===== config.mk =====
export PLATFORM = sky130hd
export DESIGN_NAME = sdio_spi_ctrl_flat
export DESIGN_NICKNAME = d
export VERILOG_FILES = /design/src/rtl/sdio_spi_ctrl_if.sv /design/src/rtl/sdio_spi_ctrl.sv /design/src/flat_wrapper.sv
export SDC_FILE = /design/constraint.sdc
export NUM_CORES = 1
export LEC_CHECK = 0
export ABC_AREA = 1
export BUFFER_PORTS_ARGS = -buffer_cell sky130_fd_sc_hd__buf_2
export CORE_AREA = 5 5 77 79
export CTS_BUF_LIST = sky130_fd_sc_hd__clkbuf_8
export CTS_CLUSTER_DIAMETER = 200
export DETAILED_ROUTE_END_ITERATION = 8
export DIE_AREA = 0 0 82 84
export GPL_TIMING_DRIVEN = 1
export PLACE_DENSITY_LB_ADDON = 0.1
export SETUP_SLACK_MARGIN = 0.5
export SYNTH_ARGS = -nofsm -noshare
export SYNTH_HDL_FRONTEND = slang
export SYNTH_SLANG_ARGS = --single-unit
export TNS_END_PERCENT = 30

===== constraint.sdc =====
create_clock -name C7M -period 2.3 [get_ports C7M]
set_input_delay 0.46 -clock C7M [delete_from_list [all_inputs] [get_ports C7M]]
set_output_delay 0.46 -clock C7M [all_outputs]
set_load 0.1 [all_outputs]

===== src/rtl/sdio_spi_ctrl_if.sv =====
// CPU bus, SD socket and SPI pins of the SDIO card controller, bundled as one interface.
// master: bus/socket side driving the controller; slave: the controller itself.
interface sdio_spi_ctrl_if;
    logic       AS_CPU_n;
    logic       DS_n;
    logic       RW_n;
    logic [7:0] A_HIGH;
    logic [5:0] A_LOW;
    logic [7:0] BASE_SDIO;
    logic       SDIO_CONFIGURED_n;
    logic [7:0] D_IN;
    logic [7:0] D_OUT;
    logic       D_OE;
    logic       SPI_SCK;
    logic       SPI_MOSI;
    logic       SPI_MISO;
    logic       SPI_CS_n;
    logic       CARD_DET_n;

    modport master (
        output AS_CPU_n, DS_n, RW_n, A_HIGH, A_LOW, BASE_SDIO, SDIO_CONFIGURED_n,
        output D_IN, SPI_MISO, CARD_DET_n,
        input  D_OUT, D_OE, SPI_SCK, SPI_MOSI, SPI_CS_n
    );

    modport slave (
        input  AS_CPU_n, DS_n, RW_n, A_HIGH, A_LOW, BASE_SDIO, SDIO_CONFIGURED_n,
        input  D_IN, SPI_MISO, CARD_DET_n,
        output D_OUT, D_OE, SPI_SCK, SPI_MOSI, SPI_CS_n
    );
endinterface


===== src/rtl/sdio_spi_ctrl.sv =====
// Zorro II register front-end (DATA, CTRL/STATUS, DIVIDER) plus byte-wide SPI mode-0 engine.
// Reads registered one clock after DS; a byte transfer keeps BUSY for 16*(DIV+1) clocks, writes while BUSY set OVR.
module sdio_spi_ctrl #(
    parameter int DIV_RESET = 8,
    parameter int DIV_WIDTH = 8
) (
    input  logic          C7M,
    input  logic          RESET,
    sdio_spi_ctrl_if.slave bus
);

    typedef enum logic {IDLE, XFER} state_t;

    state_t               state, state_nxt;
    logic                 sel, acc, act, done;
    logic                 wr_act, rd_act, start;
    logic [1:0]           rsel;
    logic [DIV_WIDTH-1:0] div, div_cnt;
    logic [7:0]           tx_shift, rx_shift, data_reg, rd_val, d_out;
    logic [2:0]           bit_cnt;
    logic                 sck, busy, ovr, ovr_hold, cs_bit;
    logic                 tick, last;

    assign sel    = !bus.SDIO_CONFIGURED_n && !bus.AS_CPU_n && (bus.A_HIGH == bus.BASE_SDIO);
    assign acc    = sel && !bus.DS_n;
    assign act    = acc && !done;
    assign rsel   = bus.A_LOW[1:0];
    assign wr_act = act && !bus.RW_n;
    assign rd_act = act && bus.RW_n;
    assign busy   = (state == XFER);
    assign start  = wr_act && (rsel == 2'd0) && !busy;
    assign tick   = busy && (div_cnt == '0);
    assign last   = tick && sck && (bit_cnt == 3'd7);

    assign bus.D_OE     = sel && bus.RW_n && !bus.DS_n;
    assign bus.D_OUT    = d_out;
    assign bus.SPI_SCK  = sck;
    assign bus.SPI_MOSI = busy ? tx_shift[7] : 1'b1;
    assign bus.SPI_CS_n = !cs_bit;

    // ovr_hold keeps the pre-clear OVR visible for the rest of the STATUS read cycle
    always_comb begin
        rd_val = 8'hFF;
        case (rsel)
            2'd0:    rd_val = data_reg;
            2'd1:    rd_val = {busy, ovr | ovr_hold, !bus.CARD_DET_n, 4'b0000, cs_bit};
            2'd2:    rd_val = 8'(div);
            default: rd_val = 8'hFF;
        endcase
    end

    always_comb begin
        state_nxt = state;
        case (state)
            IDLE:    if (start) state_nxt = XFER;
            XFER:    if (last)  state_nxt = IDLE;
            default: state_nxt = IDLE;
        endcase
    end

    always_ff @(posedge C7M or posedge RESET) begin
        if (RESET) state <= IDLE;
        else       state <= state_nxt;
    end

    always_ff @(posedge C7M or posedge RESET) begin
        if (RESET) begin
            done     <= 1'b0;
            ovr      <= 1'b0;
            ovr_hold <= 1'b0;
            cs_bit   <= 1'b0;
            div      <= DIV_WIDTH'(DIV_RESET);
            d_out    <= 8'hFF;
            data_reg <= 8'hFF;
        end else begin
            if (bus.AS_CPU_n)  done <= 1'b0;
            else if (acc)      done <= 1'b1;

            if (bus.AS_CPU_n)                      ovr_hold <= 1'b0;
            else if (rd_act && (rsel == 2'd1))     ovr_hold <= ovr;

            if (acc) d_out <= rd_val;

            // BUSY here is the pre-update value, so a write on the final cycle still overruns
            if (wr_act && (rsel != 2'd3)) begin
                if (busy) begin
                    ovr <= 1'b1;
                end else begin
                    case (rsel)
                        2'd1:    cs_bit <= bus.D_IN[0];
                        2'd2:    div    <= DIV_WIDTH'(bus.D_IN);
                        default: ;
                    endcase
                end
            end else if (rd_act && (rsel == 2'd1)) begin
                ovr <= 1'b0;
            end

            if (last) data_reg <= rx_shift;
        end
    end

    always_ff @(posedge C7M or posedge RESET) begin
        if (RESET) begin
            sck      <= 1'b0;
            div_cnt  <= '0;
            bit_cnt  <= 3'd0;
            tx_shift <= 8'h00;
            rx_shift <= 8'h00;
        end else if (start) begin
            sck      <= 1'b0;
            div_cnt  <= div;
            bit_cnt  <= 3'd0;
            tx_shift <= bus.D_IN;
        end else if (busy) begin
            if (tick) begin
                div_cnt <= div;
                sck     <= !sck;
                if (!sck) begin
                    rx_shift <= {rx_shift[6:0], bus.SPI_MISO};
                end else begin
                    tx_shift <= {tx_shift[6:0], 1'b0};
                    bit_cnt  <= bit_cnt + 3'd1;
                end
            end else begin
                div_cnt <= div_cnt - 1'b1;
            end
        end
    end

endmodule


===== src/flat_wrapper.sv =====
// flat-port wrapper written by rule: the top's interface ports become plain ports
module sdio_spi_ctrl_flat 
#(
    parameter int DIV_RESET = 8,
    parameter int DIV_WIDTH = 8
)
  (C7M, RESET, bus_AS_CPU_n, bus_DS_n, bus_RW_n, bus_A_HIGH, bus_A_LOW, bus_BASE_SDIO, bus_SDIO_CONFIGURED_n, bus_D_IN, bus_SPI_MISO, bus_CARD_DET_n, bus_D_OUT, bus_D_OE, bus_SPI_SCK, bus_SPI_MOSI, bus_SPI_CS_n);
  sdio_spi_ctrl_if bus_i ();
  input  logic C7M;
  input  logic RESET;
  input wire logic [$bits(bus_i.AS_CPU_n)-1:0] bus_AS_CPU_n;
  input wire logic [$bits(bus_i.DS_n)-1:0] bus_DS_n;
  input wire logic [$bits(bus_i.RW_n)-1:0] bus_RW_n;
  input wire logic [$bits(bus_i.A_HIGH)-1:0] bus_A_HIGH;
  input wire logic [$bits(bus_i.A_LOW)-1:0] bus_A_LOW;
  input wire logic [$bits(bus_i.BASE_SDIO)-1:0] bus_BASE_SDIO;
  input wire logic [$bits(bus_i.SDIO_CONFIGURED_n)-1:0] bus_SDIO_CONFIGURED_n;
  input wire logic [$bits(bus_i.D_IN)-1:0] bus_D_IN;
  input wire logic [$bits(bus_i.SPI_MISO)-1:0] bus_SPI_MISO;
  input wire logic [$bits(bus_i.CARD_DET_n)-1:0] bus_CARD_DET_n;
  output wire logic [$bits(bus_i.D_OUT)-1:0] bus_D_OUT;
  output wire logic [$bits(bus_i.D_OE)-1:0] bus_D_OE;
  output wire logic [$bits(bus_i.SPI_SCK)-1:0] bus_SPI_SCK;
  output wire logic [$bits(bus_i.SPI_MOSI)-1:0] bus_SPI_MOSI;
  output wire logic [$bits(bus_i.SPI_CS_n)-1:0] bus_SPI_CS_n;
  assign bus_i.AS_CPU_n = bus_AS_CPU_n;
  assign bus_i.DS_n = bus_DS_n;
  assign bus_i.RW_n = bus_RW_n;
  assign bus_i.A_HIGH = bus_A_HIGH;
  assign bus_i.A_LOW = bus_A_LOW;
  assign bus_i.BASE_SDIO = bus_BASE_SDIO;
  assign bus_i.SDIO_CONFIGURED_n = bus_SDIO_CONFIGURED_n;
  assign bus_i.D_IN = bus_D_IN;
  assign bus_i.SPI_MISO = bus_SPI_MISO;
  assign bus_i.CARD_DET_n = bus_CARD_DET_n;
  assign bus_D_OUT = bus_i.D_OUT;
  assign bus_D_OE = bus_i.D_OE;
  assign bus_SPI_SCK = bus_i.SPI_SCK;
  assign bus_SPI_MOSI = bus_i.SPI_MOSI;
  assign bus_SPI_CS_n = bus_i.SPI_CS_n;
  sdio_spi_ctrl #(.DIV_RESET(DIV_RESET), .DIV_WIDTH(DIV_WIDTH)) u_core (.C7M(C7M), .RESET(RESET), .bus(bus_i));
endmodule

==> reports/qor.yml <==
die_y_um: 84
core_um2: 5270
remaining_drc_errors: 0
crit_type: "input port to output pin"
synthToLayoutAreaGrowth_pct: 30.4
cp.arrival_ps: 1450
grt_start_max_net_pins: 31
swShare_pct: 24.9
layout-drive-gt1-share_pct: 34.6
routed_via_density: 5.07
fin_skew_ps: 8.38
dp_hpwl_mm: 4.85
rsz0062_at_grt: "true"
syn_nets: 406
ys_seq_area_share_pct: 49.9
worstSetupPathDepth: 10
dr.pass1.iters: 4
clock-root-buffer: "clkbuf_8"
clkTransAtPathRegs_ps: 60
gp_congestion: 0.855
antenna_left: 0
hold_viol_final: 0
path_cells: "buf_2, inv_1, nand2_1, nand2_1, nor2_2, nand3_2, nor2_4, clkinv_4, nor2_4, buf_12"
drtIter0Drc: 186
hp-class: "input port to asynchronous set/reset pin"
vias: 2622
r2r-start: "u_core.div_cnt[0]"
clock_path_buffers: 2
async_flop_share_pct: 100
power_frac_seq_pct: 48.2
synth-seq-cells: 57
gr-total-overflow: 0
cts_max_level: 3
leakage_nw: 1.80
status: "finished, final reports clean"
slowest_delay_ps: 180
p_sw_w: 0.000525
finalInstanceArea_um2: 3780
die-area_um2: 6890
antennaDiodeCount: 0
worst-path-buf-inv: 4
power.density_nw_per_um2: 558
finalCritPeriodShare_pct: 83.1
syn_avg_cell_area_um2: 7.95
numPortBuffers: 45
crit_path_top_delay_cell: "buf_12"
cp-start-kind: "input port"
io_pins: 50
cp_top_family: "simple AND/OR/NAND/NOR gates"
fin_nets: 481
grt_pass1_vias: 2484
internal_power_w: 0.00159
place_worst_setup_slack_ps: 115
syn_inst: 365
r2r_cells: 11
dpl-instance-area_um2: 3260
start_util_pct: 55.1
ir_drop_uv: 480
wirelength_mm: 6.86
tritoncts: "yes"
slew_viol_final: 0
synth-edff-count: 0
ys_types: 35
fillers: 434
setup_slack_ps: 388
slew_headroom_pct: 57.0
timing.fmax_mhz: 523
track_usage_pct: 21.4
clock_latency_ps: 340
grt_pass1_wl_mm: 11.2
cts.sinks: 57
r2r_end: "u_core.bit_cnt[0]"
die_w_um: 82
row_count: 27
comb_power_share_pct: 7.8
pwr-share-clk_pct: 44.0
ys_warn_count: 0
rrSetupSlack_ps: 410
antenna_found_initial: 0
cts_inserted_buffers: 9
hold_buffers: 0
synth_ff_type: "dfrtp_1"
period_minus_slack_ps: 1910
post_drt_wl_per_cell_um: 13.3
endpoint_kind: "output pin"
crit_path_max_fanout: 4
worst_pin_slew_ps: 643
syn_area_um2: 2900
finalSetupViolCount: 0
required_ps: 1840
fin_tns_setup_ps: 0
cap_viol_max_count: 0
==> final cells by class <==
class	instances	area (µm²)	area share, %
sequential	57	1450	38.3
timing repair buffer	74	508	13.4
tap	72	90.1	2.38
clock inverter	6	57.6	1.52
clock buffer	10	138	3.64
inverter	49	210	5.55
multi-input combinational	249	1330	35.2
==> what timing repair did <==
item | in CTS | in global routing
setup endpoints to repair | 11 | 42
buffers inserted | 3 | 16
resized for setup | 11 | 40
cloned | 0 | 1
pin swaps | 2 | 10
==> power groups by stage <==
stage / logic (W) / clock network, W / registers (W)
3_5_place_dp: 0.000159 / 0 / 0.00103
2_1_floorplan: 0.0000568 / 0 / 0.00107
4_1_cts: 0.000163 / 0.000942 / 0.00102
3_3_place_gp: 0.000156 / 0 / 0.00103
5_1_grt: 0.000182 / 0.00100 / 0.00102
6_report: 0.000165 / 0.000929 / 0.00102
==> how the worst max path moves through the flow <==
stage / start / to / slack [ps]
after floorplan: bus_A_HIGH[2] / bus_D_OE / 140
after global placement: bus_A_HIGH[2] / bus_D_OE / 150
after detailed placement: bus_A_HIGH[2] / bus_D_OE / 110
after CTS: bus_A_HIGH[2] / bus_D_OE / 340
after global routing: u_core.div_cnt[1] / u_core.bit_cnt[0] / 300
final: bus_BASE_SDIO[7] / bus_D_OE / 390
==> cells by family (layout without fill, tap and decap cells) <==
family | count (synthesis) | in the layout | synth area share (%)
simple gates | 186 | 186 | 27.8
buf+inv | 59 | 139 | 8.49
flops | 57 | 57 | 49.9
compound gates | 53 | 53 | 10.3
xor+xnor | 6 | 6 | 1.81
fa+ha+maj | 3 | 3 | 1.29
mux | 1 | 1 | 0.388
==> stage by stage <==
stage | cells | power, W | hold WS [ps] | utilization [%]
final | 517 | 0.00211 | 203 | 71.8
after global routing | 517 | 0.00220 | 249 | 71.8
after CTS | 500 | 0.00212 | 220 | 66.7
after detailed placement | 481 | 0.00119 | 467 | 61.9
after global placement | 481 | 0.00119 | 466 | 61.9
after floorplan | 365 | 0.00113 | 446 | -
==> synth_stat cells (3+ instances only) <==
library cell	instances	area share, %
nand4_1	3	0.65
ha_1	3	1.3
nand3b_1	3	0.78
dfstp_2	17	15
clkbuf_1	4	0.52
inv_2	4	0.52
a221oi_1	5	1.5
nand3_1	26	4.5
a21oi_1	8	1.4
nor2_1	24	3.1
o21ai_1	5	0.86
nand2_1	119	15
xnor2_1	4	1.2
o21ai_0	28	4.8
dfrtp_1	40	34
inv_1	45	5.8
==> cell usage in the layout, fill, tap and decap left out, drive strengths merged, types with 3 or more instances in the layout <==
| master | count |
|---|---|
| o21ai | 33 |
| dfstp | 17 |
| nand3 | 27 |
| nor2 | 28 |
| xnor2 | 4 |
| a221oi | 5 |
| clkinv | 6 |
| dfrtp | 40 |
| inv | 46 |
| clkbuf | 12 |
| ha | 3 |
| buf | 72 |
| nand4 | 4 |
| nand2 | 122 |
| a21oi | 8 |
| nand3b | 3 |
==> metal layers <==
metal	GRT usage, %	vias to the layer above	wire length [µm]
met1	28.2	1209	3130
met3	4.00	24	337
met5	0	-	0
met4	12.8	0	263
li1	-	1318	-
met2	32.2	71	3130
(Power assumes the default switching activity.)
